## src/rtl/mtc_thread_scheduler.sv

```systemverilog
// Round-robin dispatcher from sector-logic candidates onto the pT-calc thread pool.
// Tracks per-thread busy state, releases on done or watchdog expiry, keeps statistics.
module mtc_thread_scheduler #(
    parameter int c_NUM_THREADS = 3,
    parameter int SL_ID_WIDTH   = 4,
    parameter int TIMEOUT       = 64,
    parameter int CNT_WIDTH     = 16
) (
    input  logic                     clock,
    input  logic                     rst,
    input  logic                     srst,
    input  logic                     sl_valid,
    input  logic [SL_ID_WIDTH-1:0]   sl_id,
    output logic                     sl_ready,
    input  logic [c_NUM_THREADS-1:0] thread_done,
    output logic                     dispatch_valid,
    output logic [c_NUM_THREADS-1:0] dispatch_thread,
    output logic [SL_ID_WIDTH-1:0]   dispatch_id,
    output logic [c_NUM_THREADS-1:0] thread_busy,
    output logic [c_NUM_THREADS-1:0] timeout_pulse,
    output logic [CNT_WIDTH-1:0]     dispatch_count,
    output logic [CNT_WIDTH-1:0]     timeout_count
);

    localparam int PTR_W = $clog2(c_NUM_THREADS);
    localparam int WD_W  = $clog2(TIMEOUT);
    localparam logic [PTR_W-1:0] PTR_LAST = PTR_W'(c_NUM_THREADS - 1);
    localparam logic [PTR_W:0]   PTR_NUM  = (PTR_W + 1)'(c_NUM_THREADS);
    localparam logic [WD_W-1:0]  WD_LAST  = WD_W'(TIMEOUT - 1);

    logic [PTR_W-1:0]         rr_ptr;
    logic [PTR_W-1:0]         sel_idx;
    logic [c_NUM_THREADS-1:0] sel_onehot;
    logic [c_NUM_THREADS-1:0] timeout_hit;
    logic [c_NUM_THREADS-1:0] release_mask;
    logic [WD_W-1:0]          watchdog [c_NUM_THREADS];
    logic                     accept;

    assign sl_ready = !srst && (thread_busy != '1);
    assign accept   = sl_valid && sl_ready;

    // First free thread at or after rr_ptr, wrapping around the pool.
    always_comb begin
        logic [PTR_W:0]   sum;
        logic [PTR_W-1:0] idx;
        sel_onehot = '0;
        sel_idx    = '0;
        sum        = '0;
        idx        = '0;
        for (int k = 0; k < c_NUM_THREADS; k++) begin
            sum = {1'b0, rr_ptr} + (PTR_W + 1)'(k);
            if (sum >= PTR_NUM) begin
                sum = sum - PTR_NUM;
            end
            idx = sum[PTR_W-1:0];
            if (sel_onehot == '0 && !thread_busy[idx]) begin
                sel_onehot[idx] = 1'b1;
                sel_idx         = idx;
            end
        end
    end

    // A done pulse on the expiry cycle takes precedence over the timeout.
    always_comb begin
        timeout_hit  = '0;
        release_mask = '0;
        for (int t = 0; t < c_NUM_THREADS; t++) begin
            timeout_hit[t]  = thread_busy[t] && !thread_done[t]
                              && (watchdog[t] == WD_LAST);
            release_mask[t] = thread_busy[t]
                              && (thread_done[t] || watchdog[t] == WD_LAST);
        end
    end

    always_ff @(posedge clock or posedge rst) begin
        if (rst) begin
            dispatch_valid  <= 1'b0;
            dispatch_thread <= '0;
            dispatch_id     <= '0;
            thread_busy     <= '0;
            timeout_pulse   <= '0;
            dispatch_count  <= '0;
            timeout_count   <= '0;
            rr_ptr          <= '0;
            for (int t = 0; t < c_NUM_THREADS; t++) begin
                watchdog[t] <= '0;
            end
        end else if (srst) begin
            dispatch_valid  <= 1'b0;
            dispatch_thread <= '0;
            dispatch_id     <= '0;
            thread_busy     <= '0;
            timeout_pulse   <= '0;
            dispatch_count  <= '0;
            timeout_count   <= '0;
            rr_ptr          <= '0;
            for (int t = 0; t < c_NUM_THREADS; t++) begin
                watchdog[t] <= '0;
            end
        end else begin
            dispatch_valid <= accept;
            timeout_pulse  <= timeout_hit;
            thread_busy    <= (thread_busy & ~release_mask)
                              | (accept ? sel_onehot : '0);
            if (accept) begin
                dispatch_thread <= sel_onehot;
                dispatch_id     <= sl_id;
                rr_ptr          <= (sel_idx == PTR_LAST) ? '0 : sel_idx + 1'b1;
                if (dispatch_count != '1) begin
                    dispatch_count <= dispatch_count + 1'b1;
                end
            end
            // One increment per cycle regardless of how many threads expire.
            if (|timeout_hit && timeout_count != '1) begin
                timeout_count <= timeout_count + 1'b1;
            end
            for (int t = 0; t < c_NUM_THREADS; t++) begin
                if (accept && sel_onehot[t]) begin
                    watchdog[t] <= '0;
                end else if (thread_busy[t] && !release_mask[t]) begin
                    watchdog[t] <= watchdog[t] + 1'b1;
                end else begin
                    watchdog[t] <= '0;
                end
            end
        end
    end

endmodule

```

## config.mk

```make
export PLATFORM = sky130hd
export DESIGN_NAME = mtc_thread_scheduler
export DESIGN_NICKNAME = d
export VERILOG_FILES = /design/src/rtl/mtc_thread_scheduler.sv
export SDC_FILE = /design/constraint.sdc
export NUM_CORES = 1
export LEC_CHECK = 0
export ABC_AREA = 1
export CAP_MARGIN = 20
export CORE_ASPECT_RATIO = 0.9
export CORE_MARGIN = 5
export CORE_UTILIZATION = 35
export DETAILED_ROUTE_END_ITERATION = 6
export PLACE_DENSITY = 0.66
export SLEW_MARGIN = 20
export SYNTH_ARGS = -nofsm -noshare
export SYNTH_HDL_FRONTEND = slang
export SYNTH_SLANG_ARGS = --single-unit
```

## constraint.sdc

```tcl
create_clock -name clock -period 4.9 [get_ports clock]
set_input_delay 0.735 -clock clock [delete_from_list [all_inputs] [get_ports clock]]
set_output_delay 0.735 -clock clock [all_outputs]
set_load 0.03 [all_outputs]
```

==> out/summary.md, run 1 <==
In this run the worst hold path is classified as reg2reg. The floorplan step defined a die boundary enclosing 0.0125 mm². For the sequential share of the synthesized area, the log shows 45.7%. Yosys printed 0 warnings. STA classifies the critical path endpoint as an output port. The area share of the largest cell type after synthesis works out to 45.7%. Counting flops with a built-in enable in the synthesized netlist gives 0. After detailed routing, the number of vias per cell comes to 4.94. VDD sags by at most 0.130 mV.

The first global-routing pass estimated 14500 µm of wire. The residual overflow from global routing is 0. The largest clock skew in the final design is 0.00505 ns, and the number of nets at the end of the flow is 521. By area the synthesized netlist is led by sky130_fd_sc_hd__dfrtp_1, sky130_fd_sc_hd__nand2_1, sky130_fd_sc_hd__nand3_1. The worst pin sits at a relative slew slack of 66.1%.

sky130_fd_sc_hd__nand2_1 is the most common cell in the netlist. Across all layers, the routed design uses 3135 vias. The last weighted congestion value of the routability-driven placer was 0.828. In this run, post-CTS repair resized a total of 0 instances. 58 I/O pins were placed. The number of DRC markers after the initial detailed-route iteration is 203. For the worst path arrival time, the log shows 2.57 ns.

Hold repair after CTS inserted 0 buffers. The overall routing resource usage came out at 14.6%. Relative to the synthesized area, the layout overhead comes to 28.3%. The clock period could shrink to 3.31 ns. The share of the cycle needed by the critical path after routing was 67.5%. For the final routed database, the setup TNS stands at 0 ns. The count of nets left with antenna violations after detail routing was 0; the number of failing hold endpoints at the final stage was 0.

For the pin with the worst max-slew slack, the measured transition is 0.507 ns. The number of clock buffers added by TritonCTS is 9. The clock passes through at most 2 buffers. Summing all placed instances gives a cell area of 0.00431 mm². Max-cap violations in this run came to 0. The highest net fanout along the worst path is 25. Total standard cell area after synthesis: 0.00361 mm². The tools report the via count of the first global-routing pass as 2984.

In this run the static leakage power is 0.00201 µW. For the count of pins over their slew limit, the log shows 0. The commonest cells after synthesis are sky130_fd_sc_hd__nand2_1, sky130_fd_sc_hd__dfrtp_1, sky130_fd_sc_hd__inv_1. The power density of the placed cells works out to 366 mW/mm². The synthesized area per cell was 8.28 µm²; the core area was 0.0102 mm². At the worst endpoint, the required time is 4.16 ns.

The tree is rooted in a sky130_fd_sc_hd__clkbuf_16. In this run, synthesis produced a sequential element count of 66. The later pin in the worst-skew pair is clocked with a latency of 0.33 ns. The share of flip-flops with an asynchronous set or reset was 100%. The initial utilization of the core area, before any placement, comes to 35.5%. After detailed routing, the average wire length per cell comes to 13.6 µm. The die is 106 µm tall. The run finished with clean final reports.

The die width came out at 117 µm. The count of buffers inserted at the top-level ports came out at 57. The tools report the maximum number of pins on one net before global-route repair as 45. The net count of the mapped netlist came out at 456. The final non-filler cell area is 0.00463 mm², and the number of levels the H-tree was split into is 3.

TritonCTS built the clock tree. The HPWL after detailed placement is 6190 µm. Of all cell types, the one taking the most synthesized area is sky130_fd_sc_hd__dfrtp_1.

The number of setup violations in the final report is 0. The number of remaining DRC errors is 0, and the gate count of the mapped netlist is 436. The run gives 0 as the count of buffers added by post-CTS timing repair for setup. Timing analysis after detailed placement gives a worst setup slack of 1.59 ns. Counting tap cells, the placed design contains a total of 618 instances.

The final layout contains routed wiring with a total length of 8620 µm. The worst setup path is launched from a primary input. Derived from the worst setup path, the maximum achievable clock frequency is 0.302 GHz.

The clock drives 66 sinks. The count of cell types in the netlist was 41. The share of layout cells above drive strength 1 is 11.5%, and the minimum setup slack in the final design is 1.59 ns. The sum of internal, switching and leakage power came out at 1690 µW. Setup repair after global routing left no endpoint under its margin. The number of non-filler instances in the completed layout was 635; the count of TritonRoute iterations in the first routing pass was 5. The critical path is of the in2out type. The number of antenna violations at the first check in global routing was 0; the number of core rows was 35. The tools report the number of antenna diodes as 0. The flip-flop cell with the highest count after synthesis was sky130_fd_sc_hd__dfrtp_1.

After clock tree synthesis, the clock-pin slew on the worst setup and hold paths is 0.05 ns.
==> sequential cells by signal, indices dropped and copies added (netlist names) <==
register and flops:
dispatch_thread 3, dispatch_id 4, timeout_pulse 3, timeout_count 16, rr_ptr 2, thread_busy 3, dispatch_valid 1, watchdog 18
dispatch_count 16
==> through the flow <==
step | hold WS [ns] | util, %
2_1_floorplan | 0.428 | -
3_3_place_gp | 0.442 | 42.4
3_5_place_dp | 0.460 | 42.4
4_1_cts | 0.468 | 45.4
5_1_grt | 0.493 | 45.6
6_report | 0.461 | 45.6
==> cells by family (layout without fill, tap and decap cells) <==
group / after synthesis / after routing / share of synthesized area, %
XOR/XNOR: 15 / 15 / 3.64
AO/OA/AOI/OAI: 57 / 57 / 9.15
adder cells (fa/ha/maj): 9 / 9 / 3.12
flip-flops: 66 / 66 / 45.7
AND/OR/NAND/NOR: 223 / 223 / 30.8
buffers and inverters: 66 / 136 / 7.59
==> worst paths after layout <==
| check | cells after the start | startpoint | slack [ns] | to |
|---|---|---|---|---|
| setup / recovery | 6 | srst | 1.59 | sl_ready |
| hold / removal | 1 | watchdog[0]$_DFF_PP0_ | 0.46 | watchdog[0]$_DFF_PP0_ |
| setup reg to reg | 11 | dispatch_count[0]$_DFFE_PP0P_ | 2.71 | dispatch_count[12]$_DFFE_PP0P_ |
| hold reg to reg | 1 | watchdog[0]$_DFF_PP0_ | 0.46 | watchdog[0]$_DFF_PP0_ |
| max in group asynchronous | 4 | rst | 3.41 | dispatch_count[13]$_DFFE_PP0P_ |
| min in group asynchronous | 2 | rst | 0.65 | timeout_count[0]$_DFFE_PP0P_ |
==> critical path, stage by stage <==
cell and delay (ns):
sky130_fd_sc_hd__clkdlybuf4s50_1 0.39, sky130_fd_sc_hd__buf_4 0.21, sky130_fd_sc_hd__inv_2 0.35, sky130_fd_sc_hd__nand2_1 0.12, sky130_fd_sc_hd__inv_2 0.09, sky130_fd_sc_hd__clkdlybuf4s50_1 0.67
==> area by class of cell <==
class	instances	area, µm²
clock buffers	15	298
clock inverters	1	5.00
fillers	999	5530
inverters	60	225
multi-input cells	304	1690
flip-flops and latches	66	1650
well taps	129	161
repair buffers	60	606
==> placed cells by master (no fill, tap or decap), types with 3 or more instances in the layout <==
cell,instances
sky130_fd_sc_hd__o31ai_1,3
sky130_fd_sc_hd__o21ai_0,25
sky130_fd_sc_hd__dfrtp_1,66
sky130_fd_sc_hd__nand3_1,40
sky130_fd_sc_hd__clkdlybuf4s50_1,57
sky130_fd_sc_hd__nor2_2,9
sky130_fd_sc_hd__clkbuf_16,9
sky130_fd_sc_hd__inv_1,51
sky130_fd_sc_hd__nor3_2,3
sky130_fd_sc_hd__inv_2,8
sky130_fd_sc_hd__a22o_1,4
sky130_fd_sc_hd__nand2_1,79
sky130_fd_sc_hd__xnor2_1,4
sky130_fd_sc_hd__nand2_2,3
sky130_fd_sc_hd__nor3_1,16
sky130_fd_sc_hd__ha_1,9
sky130_fd_sc_hd__xor2_1,11
sky130_fd_sc_hd__nand4_1,7
sky130_fd_sc_hd__nand3b_1,3
sky130_fd_sc_hd__clkbuf_8,5
sky130_fd_sc_hd__a21oi_1,17
sky130_fd_sc_hd__nor4_1,3
sky130_fd_sc_hd__nor2_1,44
sky130_fd_sc_hd__nand3_2,7
==> where the power goes <==
group	internal (µW)	leakage, µW	switching [µW]
clock network	411	0.000152	224
logic	152	0.000945	301
registers	573	0.000911	32.8
==> layer usage <==
layer / up-vias / part of all wire [%] / GRT usage (%)
met5: - / 0 / 0
li1: 1564 / - / -
met1: 1472 / 47 / 20.0
met4: 0 / 1.7 / 4.50
met3: 13 / 5.5 / 4.04
met2: 86 / 46 / 22.4
Note: power is estimated with default switching activity, not from simulation.
==> run 2: changes to the inputs <==
clock period = 3.05 ns   (was 4.9 ns; I/O delays follow)
==> run 2 against run 1 <==
Compared with the run above: final cell count rose by 0.16%; count of clock-buffer cells in the layout decreased by 3; via count up 0.51%; clock skew grew 0.0031 ns; critical path depth grew 8.
==> out/summary.md, run 2 (synthesis results as in run 1) <==
The run finished with clean final reports. The cell occurring most often along the worst timing path is sky130_fd_sc_hd__nand2_1. The critical path contains buffers and inverters numbering 2 combined. The run gives 6620 µm as the detailed placement HPWL.

The largest clock skew in the final design was 0.00812 ns; the via count of the first global-routing pass was 3134. After floorplanning, the core was sized to cover 0.0102 mm². The y dimension of the die is 106 µm, and the number of DRC markers after the initial detailed-route iteration is 170.

Number of failing hold endpoints at the final stage: 0. Kind of end point of the critical path: a flip-flop. The tools report the number of antenna violations at the first check in global routing as 0. After clock tree synthesis, the clock-pin slew on the worst setup and hold paths is 0.05 ns. The clock insertion delay at the later pin of the skew report is 0.33 ns, and the count of nets left with antenna violations after detail routing is 0. The library cells used most frequently in the layout, excluding fill and tap cells, are sky130_fd_sc_hd__nand2_1, sky130_fd_sc_hd__dfrtp_1, sky130_fd_sc_hd__clkdlybuf4s50_1. Entering global routing, the biggest net connects 38 pins. For the worst setup path, the data arrival time is 2.40 ns. The post-route netlist has 11.8% of its cells at a drive strength greater than 1. The count of TritonRoute iterations in the first routing pass was 4; the last weighted congestion value of the routability-driven placer was 0.884.

The floorplan step set the die width to 117 µm. The final critical path takes up 71.9% of the cycle. Leaving out fill and tap cells, the most frequent cell in the layout is sky130_fd_sc_hd__nand2_1. The minimum clock period after layout was 2.19 ns. The number of buffers inserted during clock tree synthesis was 9; the leakage power was 0.00201 µW. For the total number of vias, the log shows 3151. The wire length per cell was 13.9 µm; the number of core rows was 35.

The count of buffers added by post-CTS timing repair for setup was 0; the headroom to the max-slew limit was 55.4%. The cell depth of the worst min-delay path was 1; the number of antenna diodes was 0. TritonCTS built the clock tree.

The flip-flop count of the largest register after layout is 18. In the final layout, the registers with the most flip-flops are watchdog: 18 flops, dispatch_count: 16 flops, timeout_count: 16 flops. Timing analysis after detailed placement gives a worst setup slack of 0.677 ns. Once layout is complete, the cells apart from fillers number 636. Across the run, the number of max-cap violations was 0.

After global routing the overflow that remains totals 0. STA puts the critical path data required time at 3.26 ns. In this run, placement finished with an instance count of 620.

After clock tree synthesis, the repair step resized 0 gates. The filler cells instantiated in the layout total 1045. The critical path goes through inv_1 -> ha_1 -> inv_2 -> nand2_1 -> nand2_1 -> nand3_2 -> nand4_1 -> nand2_2 -> nor2_4 -> nand3_1 -> nand2_1 -> nand2_2 -> nand2_4 -> nor2_1. For the wire length of the first global-routing pass, the log shows 15000 µm. The run gives 45.7% as the post-route core utilization. Number of levels the H-tree was split into: 3. The total of hold buffers inserted after clock tree synthesis is 0. The via density per instance is 4.95, and the worst-case reg-to-reg path depth is 14. In the final timing run, aggregate negative setup slack is 0 ns. Relative to the synthesized area, the layout overhead comes to 28.5%. The worst setup path is launched from a flip-flop.

At the pin with the least slew margin, the transition time is 0.668 ns. For this run, the top clock speed supported by timing is 0.456 GHz. The root buffer cell chosen for the clock tree is sky130_fd_sc_hd__clkbuf_16. Summed over all layers, the routed wires come to 8850 µm.

For this design the ratio of total power to cell area is 593 mW/mm². The critical path runs through a total of 14 cells. In this design, the stage delay of the slowest critical-path cell is 0.42 ns.

For this configuration, the core starts out at a cell density of 35.5%. Setup repair after global routing left no endpoint under its margin. The type of the most critical hold path was reg2reg. Global routing consumed, over all layers together, 15.1% of the routing resources. For the maximum clock insertion buffer count, the log shows 2. The kind of cell adding the most delay to the critical path was simple AND/OR/NAND/NOR gates. Setup slack closes at 0.858 ns. The classification of the worst setup path is reg2reg.

The floorplan die area is 0.0125 mm². The count of buffers added on input and output ports is 57. After the last flow step, the layout net total stands at 522.

The logs give 0 for the number of setup violations in the final report and 66 for the number of sinks driven by the clock tree. For this design the top-level I/O count stands at 58. For this design, the slowest cell found on the critical path is sky130_fd_sc_hd__ha_1.

The worst IR drop on VDD was 0.257 mV. Ranked by flip-flop count, first place goes to watchdog. In the routed design, unresolved DRC markers number 0. The count of pins over their slew limit is 0, and the highest net fanout along the worst path is 7.
[run 2: power breakdown]
group	leakage (µW)	switching, µW	internal (µW)	total (µW)
Combinational	0.000951	481	245	726
Sequential	0.000911	48.7	921	970
Clock	0.000145	382	676	1060
Total	0.00201	911	1840	2750
[run 2: layout make-up]
type	count	area [µm²]	area share [%]
Clock buffer	12	256	5.53
Clock inverter	4	50.0	1.08
Inverter	60	225	4.85
Multi-Input combinational cell	304	1690	36.3
Sequential cell	66	1650	35.6
Tap cell	129	161	3.48
Timing Repair Buffer	61	611	13.2
[run 2: layer usage]
metal	track usage [%]	vias to the layer above	wire, µm
met2	24.3	64	4240
met4	4.59	0	116
li1	-	1571	-
met1	20.0	1505	4120
met3	3.64	11	367
met5	0	-	0
[run 2: worst reg2reg max path, delay by kind of cell, from the launching register on]
kind	cells	cell delay, ns
fa+ha+maj	1	0.42
buf+inv	2	0.19
flops	1	0.39
simple gates	11	1.07
[run 2: per-stage QoR]
step,total power [µW],cell area (µm²),hold slack [ns]
global route,2920,4640,0.485
finish,2750,4640,0.457
global placement,1690,4330,0.443
CTS,2780,4640,0.461
floorplan,1510,3610,0.428
detailed placement,1710,4330,0.454
[run 2: path summary, 6_finish.rpt]
path | startpoint | endpoint | slack (ns)
setup / recovery | rr_ptr[0]$_DFFE_PP0P_ | watchdog[14]$_DFF_PP0_ | 0.86
hold / removal | watchdog[12]$_DFF_PP0_ | watchdog[12]$_DFF_PP0_ | 0.46
setup reg to reg | rr_ptr[0]$_DFFE_PP0P_ | watchdog[14]$_DFF_PP0_ | 0.86
hold reg to reg | watchdog[12]$_DFF_PP0_ | watchdog[12]$_DFF_PP0_ | 0.46
max in group asynchronous | rst | dispatch_id[1]$_DFFE_PP0P_ | 1.87
min in group asynchronous | rst | timeout_count[13]$_DFFE_PP0P_ | 0.55
==> run 3: changes to the inputs <==
PLACE_DENSITY = 0.68   (was 0.66)
clock period = 1.93 ns   (was 3.05 ns; I/O delays follow)
==> run 3 against run 2 <==
Compared with the run above: the flow now finishes with violations (setup timing); clock skew rose by 0.00074 ns; critical path type unchanged; fmax rose by 8.1%; worst hold slack got worse by 0.14 ns; die area did not move; highest routed layer is now met5; clock power rose by 42%; combinational power rose by 120%; sequential cell count did not move; setup slack got worse by 0.96 ns; routed wire length rose by 2.6%; final cell count rose by 3.1%; critical endpoint is now watchdog[9]$_DFF_PP0_.
==> out/summary.md, run 3 (synthesis results as in run 1) <==
The flow ran to the end, but the final reports show violations. The final reports fail on setup timing. The type of the most critical hold path was in2async. STA classifies the critical path endpoint as a flip-flop. Along the worst path, the maximum fanout reaches 6.

Leaving out fill and tap cells, the most frequent cells in the layout are sky130_fd_sc_hd__nand2_1, sky130_fd_sc_hd__dfrtp_1, sky130_fd_sc_hd__clkdlybuf4s50_1. The leakage power was 0.00214 µW. The number of nets at the end of the flow came out at 544. The number of failing hold endpoints at the final stage is 0, and the count of boundary I/O pins is 58. The y dimension of the die works out to 106 µm.

Largest clock skew in the final design: 0.00886 ns. The largest registers in the layout are watchdog: 18 flops, dispatch_count: 16 flops, timeout_count: 16 flops. Traced cell by cell, the critical path runs through buf_6 -> ha_4 -> buf_4 -> nand3_4 -> nand4_1 -> nand2_2 -> o21ai_2 -> nand3_4 -> nand2_8 -> nor2_4. The congestion estimate from routability-driven global placement came to 0.934. The H-tree was split into 3 levels. The worst setup path is of the reg2reg kind.

Via density per instance: 4.87. For the detailed placement HPWL, the log shows 6640 µm. Data on the critical path is required at its endpoint by 2.13 ns.

Final hold analysis gives a worst-case slack of 0.316 ns. The register with the most flip-flops in the layout has 18 of them. The count of buffers inserted at the top-level ports was 57; the maximum clock insertion buffer count was 2. Static timing analysis puts the maximum clock frequency at 0.493 GHz. In the global route stage, overall resource usage came out at 14.2%.

Clock-pin slew was measured on the worst setup and hold paths at 0.06 ns. The tools report the worst IR drop on VDD as 0.525 mV. Number of antenna violations at the first check in global routing: 1. Power spread over the standard cell area amounts to 925 mW/mm².

The residual overflow from global routing was 0; the wire length of the first global-routing pass was 14200 µm. TritonCTS built the clock tree. Setup violations remaining at the end of the flow were counted as 16. The via count of the first global-routing pass is 3053. The cell sitting at the root of the clock tree is a sky130_fd_sc_hd__clkbuf_16.

The logs give 0 for the total of hold buffers inserted after clock tree synthesis and 0 for the count of nets left with antenna violations after detail routing. The share of the cycle needed by the critical path after routing is 105%. For the worst setup path, the data arrival time is 2.23 ns.

With fillers left out, the area of the finished cells amounts to 0.00502 mm². The routed layout has 3193 vias. The logs give 4 for the count of TritonRoute iterations in the first routing pass and 0.0125 mm² for the floorplan die area. Measured along the x axis, the die boundary spans 117 µm. The count of pins over their slew limit is 0. After detailed routing, the number of remaining DRC violations is 0. For the number of sinks driven by the clock tree, the log shows 66. Across the run, the number of max-cap violations was 0. The worst setup path is launched from a flip-flop.

0 antenna diodes ended up in the layout. The tools report the starting density of the core as 35.5%. The core area came out at 0.0102 mm². Setup repair after global routing could not meet its margin everywhere. The routed design has 9070 µm of wire.

At the end of the flow the core is filled with cells to 49.4%. The cell occurring most often along the worst timing path was sky130_fd_sc_hd__nand3_4. The clock insertion delay at the later pin of the skew report was 0.32 ns.

Relative to the synthesized area, the layout overhead comes to 39.1%. Measured against its own limit, the worst slew margin works out to 73.4%. The tools report the minimum setup slack in the final design as -0.0974 ns. For this design, the slowest cell found on the critical path is sky130_fd_sc_hd__dfrtp_1.

Most common library cell in the layout ignoring fill and taps: sky130_fd_sc_hd__nand2_1. Clock tree synthesis inserted a total of 9 buffers. In the final layout, the share of cells above drive strength 1 is 22.2%. The cell area after placement is 0.00448 mm², and the maximum cell stage delay along the critical path is 0.40 ns. Entering global routing, the biggest net connects 27 pins. The minimum clock period after layout is 2.03 ns. The transition at the pin with the smallest max-transition slack works out to 0.398 ns. The count of buffer and inverter cells on the critical path was 2; the number of core rows was 35.

The run gives 147 as the number of DRC markers after the initial detailed-route iteration. The register with the most flip-flops in the final layout is watchdog. Dividing the detail-routed wire length by the instance count gives 13.8 µm.

The tools report the worst-case setup slack after placement as -0.115 ns. Among cell families on the critical path, the largest total delay comes from simple AND/OR/NAND/NOR gates.
## run 3: cell types whose count changed in the layout (fill, tap and decap cells not counted), moves of 2 or more
cell                      before  now
sky130_fd_sc_hd__buf_4         4   24
sky130_fd_sc_hd__nand2_1      79   70
sky130_fd_sc_hd__inv_1        51   43
sky130_fd_sc_hd__nor2_1       44   36
sky130_fd_sc_hd__nor2_4        1    9
sky130_fd_sc_hd__inv_2         8   14
sky130_fd_sc_hd__nand2_2       3    9
sky130_fd_sc_hd__nand3_1      40   34
sky130_fd_sc_hd__nand3_4       0    5
sky130_fd_sc_hd__o21ai_0      25   21
sky130_fd_sc_hd__o21ai_1       0    3
sky130_fd_sc_hd__nand2_8       0    2
## run 3: repair_timing
item | in CTS | in global routing
endpoints found under the setup margin | 23 | 50
gates resized for setup | 5 | 56
pin swaps | 3 | 16
setup buffers | 1 | 4
endpoints found under the hold margin | 0 | 0
cloned | 0 | 0
## run 3: layout make-up
type,count,area (µm²)
timing repair buffer,83,792
clock buffer,12,267
sequential,66,1650
tap,129,161
fill,955,5140
inverter,60,231
clock inverter,2,12.5
multi-input combinational,304,1900
## run 3: path summary, 6_finish.rpt
check	depth (start not counted)	slack, ns	end	start
max	10	-0.1	watchdog[9]$_DFF_PP0_	rr_ptr[1]$_DFFE_PP0P_
min	2	0.32	timeout_count[15]$_DFFE_PP0P_	rst
max reg2reg	10	-0.1	watchdog[9]$_DFF_PP0_	rr_ptr[1]$_DFFE_PP0P_
min reg2reg	1	0.46	watchdog[0]$_DFF_PP0_	watchdog[0]$_DFF_PP0_
max in group asynchronous	3	1.15	thread_busy[2]$_DFF_PP0_	rst
min in group clock	1	0.46	watchdog[0]$_DFF_PP0_	watchdog[0]$_DFF_PP0_
## run 3: stage by stage
step	std cells	total power [µW]	setup TNS [ns]
global placement	637	2750	-0.350
detailed placement	637	2790	-1.63
finish	656	4650	-1.05
CTS	652	4370	-0.00138
global route	656	4900	-4.79
floorplan	436	2390	0
## run 3: layer usage
layer / GRT usage, % / vias up / wire length [µm]
met5: 0 / - / 11
met4: 3.28 / 2 / 80
met3: 5.01 / 8 / 513
met2: 22.4 / 73 / 4500
met1: 18.6 / 1494 / 3970
li1: - / 1616 / -
## run 3: report_power, final
group,internal [µW],switching [µW],total (µW)
Combinational,613,982,1590
Clock,957,550,1510
Sequential,1460,87.4,1540
